--- config.mk ---
export PLATFORM = sky130hd
export DESIGN_NAME = touch_key_gen
export DESIGN_NICKNAME = d
export VERILOG_FILES = /design/src/rtl/touch_pkg.sv /design/src/rtl/touch_phase_timer.sv /design/src/rtl/touch_key_gen.sv
export SDC_FILE = /design/constraint.sdc
export NUM_CORES = 1
export LEC_CHECK = 0
export CAP_MARGIN = 25
export CORE_MARGIN = 2
export CORE_UTILIZATION = 55
export DETAILED_ROUTE_END_ITERATION = 8
export PLACE_DENSITY_LB_ADDON = 0.08
export SLEW_MARGIN = 40
export SYNTH_ARGS = -nofsm -noshare
export SYNTH_HDL_FRONTEND = slang
export SYNTH_SLANG_ARGS = --single-unit
--- constraint.sdc ---
create_clock -name clk -period 2.6 [get_ports clk]
set_input_delay 0.52 -clock clk [delete_from_list [all_inputs] [get_ports clk]]
set_output_delay 0.52 -clock clk [all_outputs]
set_load 0.01 [all_outputs]
--- src/rtl/touch_pkg.sv ---
// rtl/touch_pkg.sv - shared state encoding and default timing constants for touch_key_gen
package touch_pkg;

    typedef enum logic [2:0] {
        IDLE       = 3'd0,
        BOUNCE_ON  = 3'd1,
        HOLD       = 3'd2,
        BOUNCE_OFF = 3'd3,
        GAP        = 3'd4
    } touch_state_e;

    localparam int DEF_BOUNCE_PERIOD = 50;
    localparam int DEF_BOUNCE_NUM    = 4;
    localparam int DEF_GAP_CYCLES    = 100;

endpackage

--- src/rtl/touch_phase_timer.sv ---
// rtl/touch_phase_timer.sv - loadable down-counter; expire_o marks the last cycle of a loaded phase
module touch_phase_timer #(
    parameter int CNT_W = 24
) (
    input  logic             clk,
    input  logic             rst,
    input  logic             load_i,
    input  logic [CNT_W-1:0] load_val_i,
    output logic             expire_o
);

    logic [CNT_W-1:0] cnt_q;
    logic [CNT_W-1:0] cnt_d;

    always_comb begin
        cnt_d = cnt_q;
        if (load_i) begin
            cnt_d = load_val_i;
        end else if (cnt_q != '0) begin
            cnt_d = cnt_q - CNT_W'(1);
        end
    end

    always_ff @(posedge clk or posedge rst) begin
        if (rst) begin
            cnt_q <= '0;
        end else begin
            cnt_q <= cnt_d;
        end
    end

    // A phase of length N is loaded with N, so the count reads 1 during its final cycle.
    assign expire_o = (cnt_q == CNT_W'(1));

endmodule

--- src/rtl/touch_key_gen.sv ---
// rtl/touch_key_gen.sv - touch-key press emulator: optional bounce, programmable hold, enforced release gap
module touch_key_gen
    import touch_pkg::*;
#(
    parameter int CNT_W         = 24,
    parameter int BOUNCE_PERIOD = DEF_BOUNCE_PERIOD,
    parameter int BOUNCE_NUM    = DEF_BOUNCE_NUM,
    parameter int GAP_CYCLES    = DEF_GAP_CYCLES
) (
    input  logic             clk,
    input  logic             rst,
    input  logic             req,
    input  logic [CNT_W-1:0] hold_len,
    input  logic             bounce_en,
    output logic             busy,
    output logic             done,
    output logic             touch_key,
    output logic [7:0]       press_cnt
);

    localparam int HALF_W = (2 * BOUNCE_NUM > 1) ? $clog2(2 * BOUNCE_NUM) : 1;
    localparam logic [HALF_W-1:0] HALVES_LAST = HALF_W'(2 * BOUNCE_NUM - 1);
    localparam logic [CNT_W-1:0]  BP_VAL      = CNT_W'(BOUNCE_PERIOD);
    localparam logic [CNT_W-1:0]  GAP_VAL     = CNT_W'(GAP_CYCLES);

    if (BOUNCE_PERIOD < 1 || BOUNCE_NUM < 1 || GAP_CYCLES < 1 ||
        (BOUNCE_PERIOD >> CNT_W) != 0 || (GAP_CYCLES >> CNT_W) != 0) begin : g_param_check
        $error("touch_key_gen: BOUNCE_PERIOD/GAP_CYCLES out of range for CNT_W");
    end

    touch_state_e      state_q;
    logic [CNT_W-1:0]  hold_q;
    logic              bounce_q;
    logic [HALF_W-1:0] halves_q;
    logic              touch_q;
    logic              busy_q;
    logic              done_q;
    logic [7:0]        press_cnt_q;

    logic              tmr_load;
    logic [CNT_W-1:0]  tmr_val;
    logic              tmr_last;
    logic [CNT_W-1:0]  hold_clamped;

    assign hold_clamped = (hold_len == '0) ? CNT_W'(1) : hold_len;

    // Timer reload: length of whichever phase or half-period starts on the next edge.
    always_comb begin
        tmr_load = 1'b0;
        tmr_val  = BP_VAL;
        unique case (state_q)
            IDLE: begin
                tmr_load = req;
                tmr_val  = bounce_en ? BP_VAL : hold_clamped;
            end
            BOUNCE_ON: begin
                tmr_load = tmr_last;
                tmr_val  = (halves_q == '0) ? hold_q : BP_VAL;
            end
            HOLD: begin
                tmr_load = tmr_last;
                tmr_val  = bounce_q ? BP_VAL : GAP_VAL;
            end
            BOUNCE_OFF: begin
                tmr_load = tmr_last;
                tmr_val  = (halves_q == '0) ? GAP_VAL : BP_VAL;
            end
            default: begin
                tmr_load = 1'b0;
                tmr_val  = BP_VAL;
            end
        endcase
    end

    touch_phase_timer #(.CNT_W(CNT_W)) u_timer (
        .clk        (clk),
        .rst        (rst),
        .load_i     (tmr_load),
        .load_val_i (tmr_val),
        .expire_o   (tmr_last)
    );

    always_ff @(posedge clk or posedge rst) begin
        if (rst) begin
            state_q     <= IDLE;
            hold_q      <= '0;
            bounce_q    <= 1'b0;
            halves_q    <= '0;
            touch_q     <= 1'b0;
            busy_q      <= 1'b0;
            done_q      <= 1'b0;
            press_cnt_q <= '0;
        end else begin
            done_q <= 1'b0;
            unique case (state_q)
                IDLE: begin
                    if (req) begin
                        hold_q   <= hold_clamped;
                        bounce_q <= bounce_en;
                        halves_q <= HALVES_LAST;
                        busy_q   <= 1'b1;
                        touch_q  <= 1'b1;
                        if (bounce_en) begin
                            state_q <= BOUNCE_ON;
                        end else begin
                            state_q     <= HOLD;
                            press_cnt_q <= press_cnt_q + 8'd1;
                        end
                    end
                end
                BOUNCE_ON: begin
                    if (tmr_last) begin
                        if (halves_q == '0) begin
                            state_q     <= HOLD;
                            touch_q     <= 1'b1;
                            press_cnt_q <= press_cnt_q + 8'd1;
                        end else begin
                            touch_q  <= ~touch_q;
                            halves_q <= halves_q - HALF_W'(1);
                        end
                    end
                end
                HOLD: begin
                    if (tmr_last) begin
                        touch_q  <= 1'b0;
                        halves_q <= HALVES_LAST;
                        state_q  <= bounce_q ? BOUNCE_OFF : GAP;
                    end
                end
                BOUNCE_OFF: begin
                    if (tmr_last) begin
                        if (halves_q == '0) begin
                            state_q <= GAP;
                            touch_q <= 1'b0;
                        end else begin
                            touch_q  <= ~touch_q;
                            halves_q <= halves_q - HALF_W'(1);
                        end
                    end
                end
                GAP: begin
                    if (tmr_last) begin
                        state_q <= IDLE;
                        busy_q  <= 1'b0;
                        done_q  <= 1'b1;
                    end
                end
                default: begin
                    state_q <= IDLE;
                    touch_q <= 1'b0;
                    busy_q  <= 1'b0;
                end
            endcase
        end
    end

    assign busy      = busy_q;
    assign done      = done_q;
    assign touch_key = touch_q;
    assign press_cnt = press_cnt_q;

endmodule
==> results of run 1 <==
[per-stage QoR]
step | hold WS, ns | utilization, % | power, mW | cells
floorplan | 0.481 | - | 2.94 | 349
global placement | 0.459 | 65.2 | 3.30 | 460
detailed placement | 0.463 | 65.2 | 3.37 | 460
CTS | 0.458 | 68.5 | 4.29 | 476
global route | 0.488 | 68.6 | 4.58 | 476
finish | 0.450 | 68.6 | 4.29 | 476
[power by group]
part	total, mW	leakage [nW]	internal [mW]	switching [mW]
Sequential	1.78	0.812	1.43	0.355
Clock	0.918	0.102	0.498	0.420
Combinational	1.60	0.928	0.800	0.797
[what timing repair did]
| action | 4_1_cts | 5_1_grt |
|---|---|---|
| buffers inserted | 0 | 0 |
| endpoints found under the setup margin | 0 | 4 |
| gates resized for setup | 0 | 1 |
[Yosys cell counts (3+ instances only)]
cell type                  number
sky130_fd_sc_hd__mux2i_1       12
sky130_fd_sc_hd__nor4b_1        3
sky130_fd_sc_hd__dfrtp_1       66
sky130_fd_sc_hd__xnor2_1       11
sky130_fd_sc_hd__xor2_1        15
sky130_fd_sc_hd__a22oi_1       19
sky130_fd_sc_hd__nor3_1        17
sky130_fd_sc_hd__a31o_2         4
sky130_fd_sc_hd__mux2_2        28
sky130_fd_sc_hd__nand3b_1       3
sky130_fd_sc_hd__o221ai_1       3
sky130_fd_sc_hd__nand3_1        8
sky130_fd_sc_hd__o211ai_1       5
sky130_fd_sc_hd__nor4_1        14
sky130_fd_sc_hd__nand4_1        7
sky130_fd_sc_hd__nor2_1        16
sky130_fd_sc_hd__clkbuf_1      12
sky130_fd_sc_hd__o21ai_0       12
sky130_fd_sc_hd__and3_1         4
sky130_fd_sc_hd__nand2_1       14
sky130_fd_sc_hd__a31oi_1       11
sky130_fd_sc_hd__ha_1           6
sky130_fd_sc_hd__inv_1         11
sky130_fd_sc_hd__clkbuf_8       3
[final cells by class]
type                            instances  area share [%]
Inverter                               11           0.932
Clock buffer                           11            3.42
Multi-Input combinational cell        253            43.4
Clock inverter                          5            1.41
Sequential cell                        66            37.3
Timing Repair Buffer                   53            11.4
Tap cell                               77            2.17
[cells by family after synthesis]
kind of cell	count (synthesis)
muxes	40
AOI/OAI and AO/OA	73
DFF	66
and+or+nand+nor	108
xor gates and xnor gates	26
adders and majority gates	6
buffers and inverters	30
[registers in the layout, summed over array words and instances, names as in the netlist]
signal and cells:
hold_q 24, u_timer.cnt_q 24, press_cnt 8, halves_q 3
state_q 3, bounce_q 1, busy 1, done 1
touch_key 1
[worst register-to-register path, delay by kind of cell, from the launching register on]
| family | cells | cell delay (ns) |
|---|---|---|
| compound gates | 1 | 0.29 |
| flops | 1 | 0.46 |
| mux | 1 | 0.35 |
| simple gates | 3 | 1.21 |
[path summary, 6_finish.rpt]
kind / cells after the start / slack (ns) / to
worst max-delay path: 5 / 0.18 / press_cnt[1]$_DFFE_PP0P_
worst min-delay path: 2 / 0.45 / press_cnt[0]$_DFFE_PP0P_
worst max register to register: 5 / 0.18 / press_cnt[1]$_DFFE_PP0P_
worst min register to register: 1 / 0.48 / press_cnt[7]$_DFFE_PP0P_
max in group asynchronous: 3 / 1.55 / u_timer.cnt_q[17]$_DFFE_PP0P_
min in group clk: 1 / 0.48 / press_cnt[7]$_DFFE_PP0P_
[metal layers]
metal	GRT usage (%)	vias up	share of wire (%)
met1	40.4	1466	50
met2	36.3	77	44
met3	6.76	10	5.3
met4	7.95	0	1.2
li1	-	1401	-
met5	0	-	0
==> run_results.csv, run 1 <==
group,metric,value,unit
sta,fin_skew,0.00986,ns
logic_synthesis,synth.distinct_cells,59,
global_route,track_usage,26.2,%
cts,cts-buffers-inserted,9,
global_route,pin_count_of_the_biggest_net_entering_global_routing,52,
logic_synthesis,synth.cell_area,0.00372,sq mm
power,pwr_density_cell,969,mW/mm^2
final_layout,design_area,0.00443,sq mm
setup_path,slowest_delay,0.61,ns
route,detail_route.first_pass.iterations,4,
route,via_count,2954,
logic_synthesis,synth_enable_flop_cells,0,
logic_synthesis,synth_compound_area_share,13.7,%
status,outcome,"finished, final reports clean",
floorplan,fp.dieArea,0.00743,sq mm
setup_path,timing.critical_path.max_delay_family,"simple AND/OR/NAND/NOR gates",
sta,postLayoutSetupSlackWorst,0.177,ns
logic_synthesis,largest_family_of_logic_cells_by_synthesized_area,"simple AND/OR/NAND/NOR gates",
logic_synthesis,synth_largest_area_cell,"sky130_fd_sc_hd__dfrtp_1",
setup_path,cpMaxStageDelayCell,"sky130_fd_sc_hd__or4_4",
placed_design,port-buffer-count,38,
power,irDropWorstVdd,436,uV
placed_design,placed_cell_area,0.00421,sq mm
logic_synthesis,synth_flop_cell,"sky130_fd_sc_hd__dfrtp_1",
logic_synthesis,synth.top_cell.area_share,44.4,%
final_layout,finish.net_count,428,
logic_synthesis,synth.area.mux_share,11.7,%
setup_path,worst_ep_arrival_time,2.66,ns
setup_path,worst_ep_required_time,2.84,ns
final_layout,area_growth_syn_to_layout,19.2,%
sta,maxSlewHeadroom,68.9,%
cts,clock_path_buffers,2,
cts,clk_root_buffer_cell,"sky130_fd_sc_hd__clkbuf_8",
sta,layout_min_cycle_time,2.42,ns
floorplan,rows,29,
final_layout,multi_input_area,0.00192,sq mm
route,wire_per_inst,18.6,um
cts,clkSlewWorstSetupHoldPaths,0.08,ns
logic_synthesis,ys_async_sr_fraction,100,%
hold_path,min_path_type,"in2async",
logic_synthesis,syn_nets,383,
final_layout,layout_fillers,499,
cts,clock_sinks,66,
floorplan,fp.dieW,86.2,um
cts,htree_num_levels,3,
logic_synthesis,synth_warnings,0,
logic_synthesis,synth-adder-area-share,2.02,%
final_layout,final_common_cell,"sky130_fd_sc_hd__dfrtp_1",
floorplan,die_y,86.2,um
job,drv.max_cap_violation_count,0,
cts,holdBufCountCts,0,
setup_path,most_used_cell_along_the_critical_path,"sky130_fd_sc_hd__nor2_1",
placed_design,dp_worst_setup_slack,0.177,ns
sta,grt_setup_unrepaired,"false",
setup_path,path_cells,"or4_4 -> nor2_1 -> a31oi_2 -> nor2_1 -> mux2_2",
sta,timing_hold_violations_final,0,
placed_design,detailed_placement_hpwl,6320,um
logic_synthesis,post_synthesis_cells,349,
placed_design,gp_congestion,0.872,
setup_path,setup.worst_path.end_class,"flip-flop",
sta,fmax,0.413,GHz
setup_path,crit_type,"reg2reg",
setup_path,r2r-start,"u_timer.cnt_q[14]$_DFFE_PP0P_",
setup_path,path_buf_inv,0,
global_route,grt_pass1_wl,14900,um
floorplan,top_level_ports,39,
route,initialDrtViolationCount,159,
logic_synthesis,avgSynthCellArea,10.7,sq um
global_route,grt_antenna_before_repair,0,
cts,clock_tree_from_tritoncts,"yes",
final_layout,share_of_cells_above_drive_strength_1,19.8,%
global_route,grt_pass1_vias,2887,
sta,setup_viol_count_final,0,
route,route.antenna.remaining_nets,0,
route,remaining_drc_errors,0,
logic_synthesis,synth_top_cells_by_area,"sky130_fd_sc_hd__dfrtp_1 (44%), sky130_fd_sc_hd__mux2_2 (8.5%), sky130_fd_sc_hd__a22oi_1 (3.8%)",
route,route.final.wire_length,8870,um
global_route,global_route.overflow_total,0,
logic_synthesis,synth.ff_latch_count,66,
setup_path,crit_fanout,7,
setup_path,worstSetupStartpoint,"u_timer.cnt_q[14]$_DFFE_PP0P_",
sta,tns,0,ns
cts,clock_latency_on_the_worst_skew_pair,0.35,ns
route,detail_route.vias_per_cell,6.21,
logic_synthesis,synth_seq_area_share,44.4,%
final_layout,diodes_inserted,0,
final_layout,area.sequential,0.00165,sq mm
sta,final.period_utilization,93.2,%
power,power.static_leakage,1.84,nW
sta,finalMaxSlewViolations,0,
logic_synthesis,synth_simple_gate_area_share,17.7,%
setup_path,crit_path_start_kind,"flip-flop",
logic_synthesis,synth_xor_xnor_area_share,6.12,%
floorplan,floorplan.initialDensity,57.6,%
floorplan,design.core.area,0.00646,sq mm
final_layout,layout.cells.most_common_list,"sky130_fd_sc_hd__dfrtp_1 (66), sky130_fd_sc_hd__clkdlybuf4s50_1 (38), sky130_fd_sc_hd__mux2_2 (28)",
sta,tightestPinTransition,0.465,ns
(Power assumes the default switching activity.)
==> run 2, diff against run 1 <==
--- a/config.mk
+++ b/config.mk
@@ -5,12 +5,13 @@
 export SDC_FILE = /design/constraint.sdc
 export NUM_CORES = 1
 export LEC_CHECK = 0
+export ABC_AREA = 1
 export CAP_MARGIN = 25
 export CORE_MARGIN = 2
 export CORE_UTILIZATION = 55
 export DETAILED_ROUTE_END_ITERATION = 8
 export PLACE_DENSITY_LB_ADDON = 0.08
-export SLEW_MARGIN = 40
+export SLEW_MARGIN = 15
 export SYNTH_ARGS = -nofsm -noshare
 export SYNTH_HDL_FRONTEND = slang
 export SYNTH_SLANG_ARGS = --single-unit
==> run_results.csv, run 2 <==
group,metric,value,unit
setup_path,r2r-start,"state_q[0]$_DFFE_PP0P_",
global_route,grt_antenna_before_repair,0,
power,power_switching,0.648,mW
cts,htree_num_levels,3,
placed_design,detailed_placement_hpwl,7500,um
logic_synthesis,synth.distinct_cells,37,
logic_synthesis,post_synthesis_cells,577,
logic_synthesis,synth_warnings,0,
logic_synthesis,synth_top_cells_by_area,"sky130_fd_sc_hd__dfrtp_1 (38%), sky130_fd_sc_hd__nand2_1 (12%), sky130_fd_sc_hd__inv_1 (6.1%)",
setup_path,slowest_delay,0.61,ns
global_route,grt_busiest_layer,"met2",
setup_path,crit_fanout,15,
placed_design,placed_cell_area,0.00478,sq mm
cts,clk_root_buffer_cell,"sky130_fd_sc_hd__clkbuf_8",
logic_synthesis,synth.top_cell.area_share,38.0,%
global_route,grt_util_met3,4.07,%
cts,post_cts.resized_instances,0,
hold_path,min_path_type,"reg2reg",
global_route,global_route.overflow_total,0,
route,via_count,3766,
sta,grt_setup_unrepaired,"false",
logic_synthesis,synth_seq_area_share,38.0,%
floorplan,rows,32,
setup_path,timing.critical_path.max_delay_family,"simple AND/OR/NAND/NOR gates",
setup_path,path_cells,"nor2_8 -> nor2_2 -> nand4_4 -> nand2_4 -> buf_4 -> nand2_1 -> a21oi_2",
final_layout,area_growth_syn_to_layout,15.3,%
power,pwr_density_cell,489,mW/mm^2
floorplan,floorplan.initialDensity,56.5,%
sta,tightestPinTransition,0.620,ns
setup_path,setup.worst_path.end_class,"flip-flop",
cts,clock_path_buffers,2,
sta,tns,0,ns
placed_design,port-buffer-count,38,
final_layout,diodes_inserted,0,
sta,final.period_utilization,75.6,%
final_layout,final_common_cell,"sky130_fd_sc_hd__nand2_1",
cts,cts-buffers-inserted,9,
final_layout,finish.net_count,649,
floorplan,fp.dieArea,0.00862,sq mm
logic_synthesis,ys_async_sr_fraction,100,%
logic_synthesis,synth_flop_cell,"sky130_fd_sc_hd__dfrtp_1",
status,outcome,"finished, final reports clean",
job,drv.max_cap_violation_count,0,
logic_synthesis,synth.ff_latch_count,66,
floorplan,fp.dieW,92.8,um
setup_path,worst_ep_required_time,2.88,ns
sta,finalMaxSlewViolations,0,
placed_design,gp_congestion,0.885,
global_route,pin_count_of_the_biggest_net_entering_global_routing,67,
final_layout,layout_fillers,715,
route,detail_route.first_pass.iterations,5,
cts,clock_tree_from_tritoncts,"yes",
logic_synthesis,most_used_standard_cell_by_instance_count_after_synthesis,"sky130_fd_sc_hd__nand2_1",
setup_path,worstSetupStartpoint,"state_q[0]$_DFFE_PP0P_",
cts,holdBufCountCts,0,
setup_path,crit_type,"reg2reg",
logic_synthesis,avgSynthCellArea,7.52,sq um
route,wire_per_inst,13.9,um
global_route,track_usage,25.5,%
power,power.static_leakage,2.31,nW
setup_path,path_buf_inv,1,
cts,clock_sinks,66,
logic_synthesis,synth.cell_area,0.00434,sq mm
sta,layout_min_cycle_time,1.97,ns
floorplan,top_level_ports,39,
power,irDropWorstVdd,287,uV
cts,post-cts-setup-buffer-count,0,
power,p_int,1.80,mW
global_route,globalRouteMet2Util,40.8,%
route,initialDrtViolationCount,206,
floorplan,design.core.area,0.00769,sq mm
route,detail_route.vias_per_cell,5.22,
route,route.final.wire_length,10100,um
logic_synthesis,syn_nets,611,
logic_synthesis,synth_commonest_cells,"sky130_fd_sc_hd__nand2_1 (139), sky130_fd_sc_hd__inv_1 (70), sky130_fd_sc_hd__dfrtp_1 (66)",
global_route,grt_pass1_wl,17600,um
final_layout,design_area,0.00501,sq mm
sta,fmax,0.509,GHz
sta,timing_hold_violations_final,0,
power,total_power,2.45,mW
power,power_frac_seq,47.5,%
cts,clock_latency_on_the_worst_skew_pair,0.35,ns
setup_path,worst_ep_arrival_time,2.24,ns
setup_path,cpMaxStageDelayCell,"sky130_fd_sc_hd__dfrtp_1",
sta,fin_skew,0.00911,ns
logic_synthesis,synth_largest_area_cell,"sky130_fd_sc_hd__dfrtp_1",
cts,clkSlewWorstSetupHoldPaths,0.08,ns
final_layout,layout.cells.most_common_list,"sky130_fd_sc_hd__nand2_1 (139), sky130_fd_sc_hd__inv_1 (69), sky130_fd_sc_hd__dfrtp_1 (66)",
sta,maxSlewHeadroom,58.7,%
route,remaining_drc_errors,0,
setup_path,crit_path_start_kind,"flip-flop",
global_route,grt_use_met1,36.5,%
power,clkPwrFrac,40.3,%
global_route,grt_pass1_vias,3674,
power,combPwrFrac,12.2,%
sta,setup_viol_count_final,0,
hold_path,worstHoldStart,"busy$_DFFE_PP0P_",
power,swShare,26.5,%
floorplan,die_y,92.8,um
logic_synthesis,synth_enable_flop_cells,0,
final_layout,share_of_cells_above_drive_strength_1,13.9,%
route,route.antenna.remaining_nets,0,
[run 2: area by class of cell]
cell class	instances	area (sq um)	area share, %
inverters	76	288	5.75
clock buffers	10	138	2.75
clock inverters	6	88.8	1.77
flip-flops and latches	66	1650	33.0
repair buffers	43	430	8.60
multi-input cells	419	2280	45.6
well taps	102	128	2.55
[run 2: path summary, 6_finish.rpt]
path	cells after the start	endpoint	slack, ns
worst min-delay path	2	busy$_DFFE_PP0P_	0.48
worst max-delay path	7	u_timer.cnt_q[14]$_DFFE_PP0P_	0.63
worst max register to register	7	u_timer.cnt_q[14]$_DFFE_PP0P_	0.63
worst min register to register	2	busy$_DFFE_PP0P_	0.48
max in group asynchronous	3	busy$_DFFE_PP0P_	1.74
min in group asynchronous	3	u_timer.cnt_q[14]$_DFFE_PP0P_	0.55
[run 2: power by group through the flow]
stage,logic (mW),clock network (mW),registers [mW]
3_3_place_gp,0.293,0,1.18
5_1_grt,0.339,1.05,1.17
4_1_cts,0.300,0.998,1.16
3_5_place_dp,0.297,0,1.18
6_report,0.300,0.985,1.16
2_1_floorplan,0.202,0,1.17
[run 2: per-stage QoR]
step                      util, %  setup WS (ns)  hold slack [ns]  std cells
after floorplan                 -          0.425            0.448        577
after global placement       62.2          0.534            0.466        706
after detailed placement     62.2          0.472            0.463        706
after CTS                    65.1          0.640            0.484        722
after global routing         65.1          0.495            0.521        722
final                        65.1          0.634            0.479        722
[run 2: cell families (layout without fill, tap and decap cells)]
logic type | Yosys count | count (layout) | share of synthesized area (%)
AND/OR/NAND/NOR | 302 | 302 | 34.4
AO/OA/AOI/OAI | 92 | 92 | 12.6
buffers and inverters | 92 | 135 | 9.39
flip-flops | 66 | 66 | 38.0
XOR/XNOR | 19 | 19 | 3.83
adder cells (fa/ha/maj) | 6 | 6 | 1.73
[run 2: per-layer routing]
metal	up-vias	wire length, um
met4	0	93
met1	1761	4760
met5	-	0
li1	1917	-
met2	79	4840
met3	9	360
[run 2: worst reg2reg max path: cells and delay by family (launching register included)]
kind                   cells  cell delay [ns]
AND/OR/NAND/NOR            5             0.92
flip-flops                 1             0.61
buffers and inverters      1             0.24
AO/OA/AOI/OAI              1             0.13
==> run 3, diff against run 2 <==
==> constraint.sdc (replaced) <==
create_clock -name clk -period 1.9 [get_ports clk]
set_input_delay 0.38 -clock clk [delete_from_list [all_inputs] [get_ports clk]]
set_output_delay 0.38 -clock clk [all_outputs]
set_load 0.01 [all_outputs]
==> run_results.csv, run 3 (synthesis results as in run 2) <==
group,metric,value,unit
cts,clock_sinks,66,
setup_path,crit_type,"reg2reg",
floorplan,rows,32,
cts,cts-buffers-inserted,9,
setup_path,r2r-start,"u_timer.cnt_q[15]$_DFFE_PP0P_",
power,power.static_leakage,2.35,nW
final_layout,share_of_cells_above_drive_strength_1,15.9,%
final_layout,final_common_cell,"sky130_fd_sc_hd__nand2_1",
status,outcome,"finished, final reports clean",
job,drv.max_cap_violation_count,0,
setup_path,worst_ep_required_time,2.19,ns
setup_path,worst_ep_arrival_time,2.05,ns
power,total_power,3.17,mW
sta,layout_min_cycle_time,1.77,ns
sta,finalMaxSlewViolations,0,
placed_design,gp_congestion,0.900,
setup_path,worst_r2r_path_depth,7,
final_layout,layout.cells.most_common_list,"sky130_fd_sc_hd__nand2_1 (139), sky130_fd_sc_hd__inv_1 (69), sky130_fd_sc_hd__dfrtp_1 (66)",
setup_path,endpoint,"u_timer.cnt_q[1]$_DFFE_PP0P_",
global_route,grt_pass1_wl,17300,um
global_route,pin_count_of_the_biggest_net_entering_global_routing,67,
sta,fin_skew,0.00875,ns
cts,clkSlewWorstSetupHoldPaths,0.07,ns
route,via_count,3885,
setup_path,worstSetupStartpoint,"u_timer.cnt_q[15]$_DFFE_PP0P_",
setup_path,setup.worst_path.end_class,"flip-flop",
cts,clock_path_buffers,2,
floorplan,top_level_ports,39,
hold_path,min_path_type,"in2async",
route,detail_route.vias_per_cell,5.33,
cts,clk_root_buffer_cell,"sky130_fd_sc_hd__clkbuf_8",
floorplan,floorplan.initialDensity,56.5,%
setup_path,crit-reg2reg-capture,"u_timer.cnt_q[1]$_DFFE_PP0P_",
sta,maxSlewHeadroom,64.4,%
route,wire_per_inst,13.9,um
final_layout,area_growth_syn_to_layout,17.1,%
global_route,global_route.overflow_total,0,
sta,fmax,0.566,GHz
cts,post-cts-setup-buffer-count,0,
global_route,grt_pass1_vias,3717,
route,remaining_drc_errors,0,
final_layout,instances_no_fill,729,
route,route.antenna.remaining_nets,0,
cts,htree_num_levels,3,
sta,tightestPinTransition,0.533,ns
power,pwr_density_cell,624,mW/mm^2
route,detail_route.first_pass.iterations,5,
floorplan,fp.dieW,92.8,um
sta,setup_viol_count_final,0,
placed_design,placed_cell_area,0.00487,sq mm
global_route,track_usage,25.4,%
floorplan,fp.dieArea,0.00862,sq mm
floorplan,design.core.area,0.00769,sq mm
sta,final.period_utilization,92.9,%
route,initialDrtViolationCount,221,
final_layout,finish.net_count,657,
setup_path,crit_path_start_kind,"flip-flop",
cts,clock_latency_on_the_worst_skew_pair,0.35,ns
placed_design,dpl.cell_count,714,
placed_design,port-buffer-count,38,
final_layout,design_area,0.00508,sq mm
route,route.final.wire_length,10100,um
setup_path,r2r_setup_slack,0.13,ns
power,irDropWorstVdd,396,uV
global_route,grt_antenna_before_repair,0,
placed_design,detailed_placement_hpwl,7700,um
final_layout,diodes_inserted,0,
setup_path,crit_fanout,16,
floorplan,die_y,92.8,um
sta,timing_hold_violations_final,0,
cts,clock_tree_from_tritoncts,"yes",
## run 3: cell types whose count changed in the layout (fill, tap and decap cells not counted), moves of 2 or more
cell | previous run | this run
sky130_fd_sc_hd__nor2_2 | 9 | 13
sky130_fd_sc_hd__nor2_1 | 62 | 57
sky130_fd_sc_hd__buf_4 | 4 | 10
sky130_fd_sc_hd__buf_12 | 1 | 3
## run 3: worst min path at each step
stage,start,end,slack (ns),depth (start not counted)
6_report,rst,hold_q[17]$_DFFE_PP0P_,0.46,3
5_1_grt,rst,hold_q[17]$_DFFE_PP0P_,0.50,3
4_1_cts,rst,hold_q[17]$_DFFE_PP0P_,0.49,3
3_5_place_dp,busy$_DFFE_PP0P_,busy$_DFFE_PP0P_,0.47,2
3_3_place_gp,hold_q[0]$_DFFE_PP0P_,hold_q[0]$_DFFE_PP0P_,0.46,2
2_1_floorplan,hold_q[4]$_DFFE_PP0P_,hold_q[4]$_DFFE_PP0P_,0.45,2
## run 3: per-stage QoR
stage | setup slack [ns] | util (%) | TNS (ns) | hold slack (ns)
2_1_floorplan | 0.372 | - | 0 | 0.448
3_3_place_gp | 0.0629 | 63.3 | 0 | 0.463
3_5_place_dp | 0.0419 | 63.3 | 0 | 0.467
4_1_cts | 0.0766 | 65.7 | 0 | 0.486
5_1_grt | -0.00567 | 66.1 | -0.00851 | 0.503
6_report | 0.134 | 66.1 | 0 | 0.461
## run 3: layer usage
layer	wire [um]	vias to the layer above	global-route usage [%]
li1	-	1935	-
met1	4750	1850	35.2
met2	4810	79	39.9
met3	317	21	3.34
met4	265	0	11.3
met5	0	-	0
## run 3: critical path: stages (launching register included)
cell,delay (ns)
sky130_fd_sc_hd__dfrtp_1,0.45
sky130_fd_sc_hd__nor2_2,0.14
sky130_fd_sc_hd__nand2_2,0.11
sky130_fd_sc_hd__nor2_8,0.19
sky130_fd_sc_hd__nand4_2,0.16
sky130_fd_sc_hd__nor2_4,0.45
sky130_fd_sc_hd__nand2_1,0.10
sky130_fd_sc_hd__nand2_1,0.08
## run 3: cell type report
cell class,count,area (sq um)
Fill cell,713,2610
Multi-Input combinational cell,419,2310
Sequential cell,66,1650
Timing Repair Buffer,51,515
Inverter,76,292
Clock buffer,10,128
Tap cell,102,128
Clock inverter,5,56.3
## run 3: where the power goes
| group | total (mW) | switching, mW | leakage [nW] | internal, mW |
|---|---|---|---|---|
| clock network | 1.15 | 0.550 | 0.0921 | 0.596 |
| registers | 1.60 | 0.0992 | 0.773 | 1.50 |
| logic | 0.427 | 0.235 | 1.48 | 0.192 |
## run 3: what timing repair did
action,4_1_cts,5_1_grt
hold buffers,0,0
setup endpoints to repair,0,8
gates resized for setup,0,9
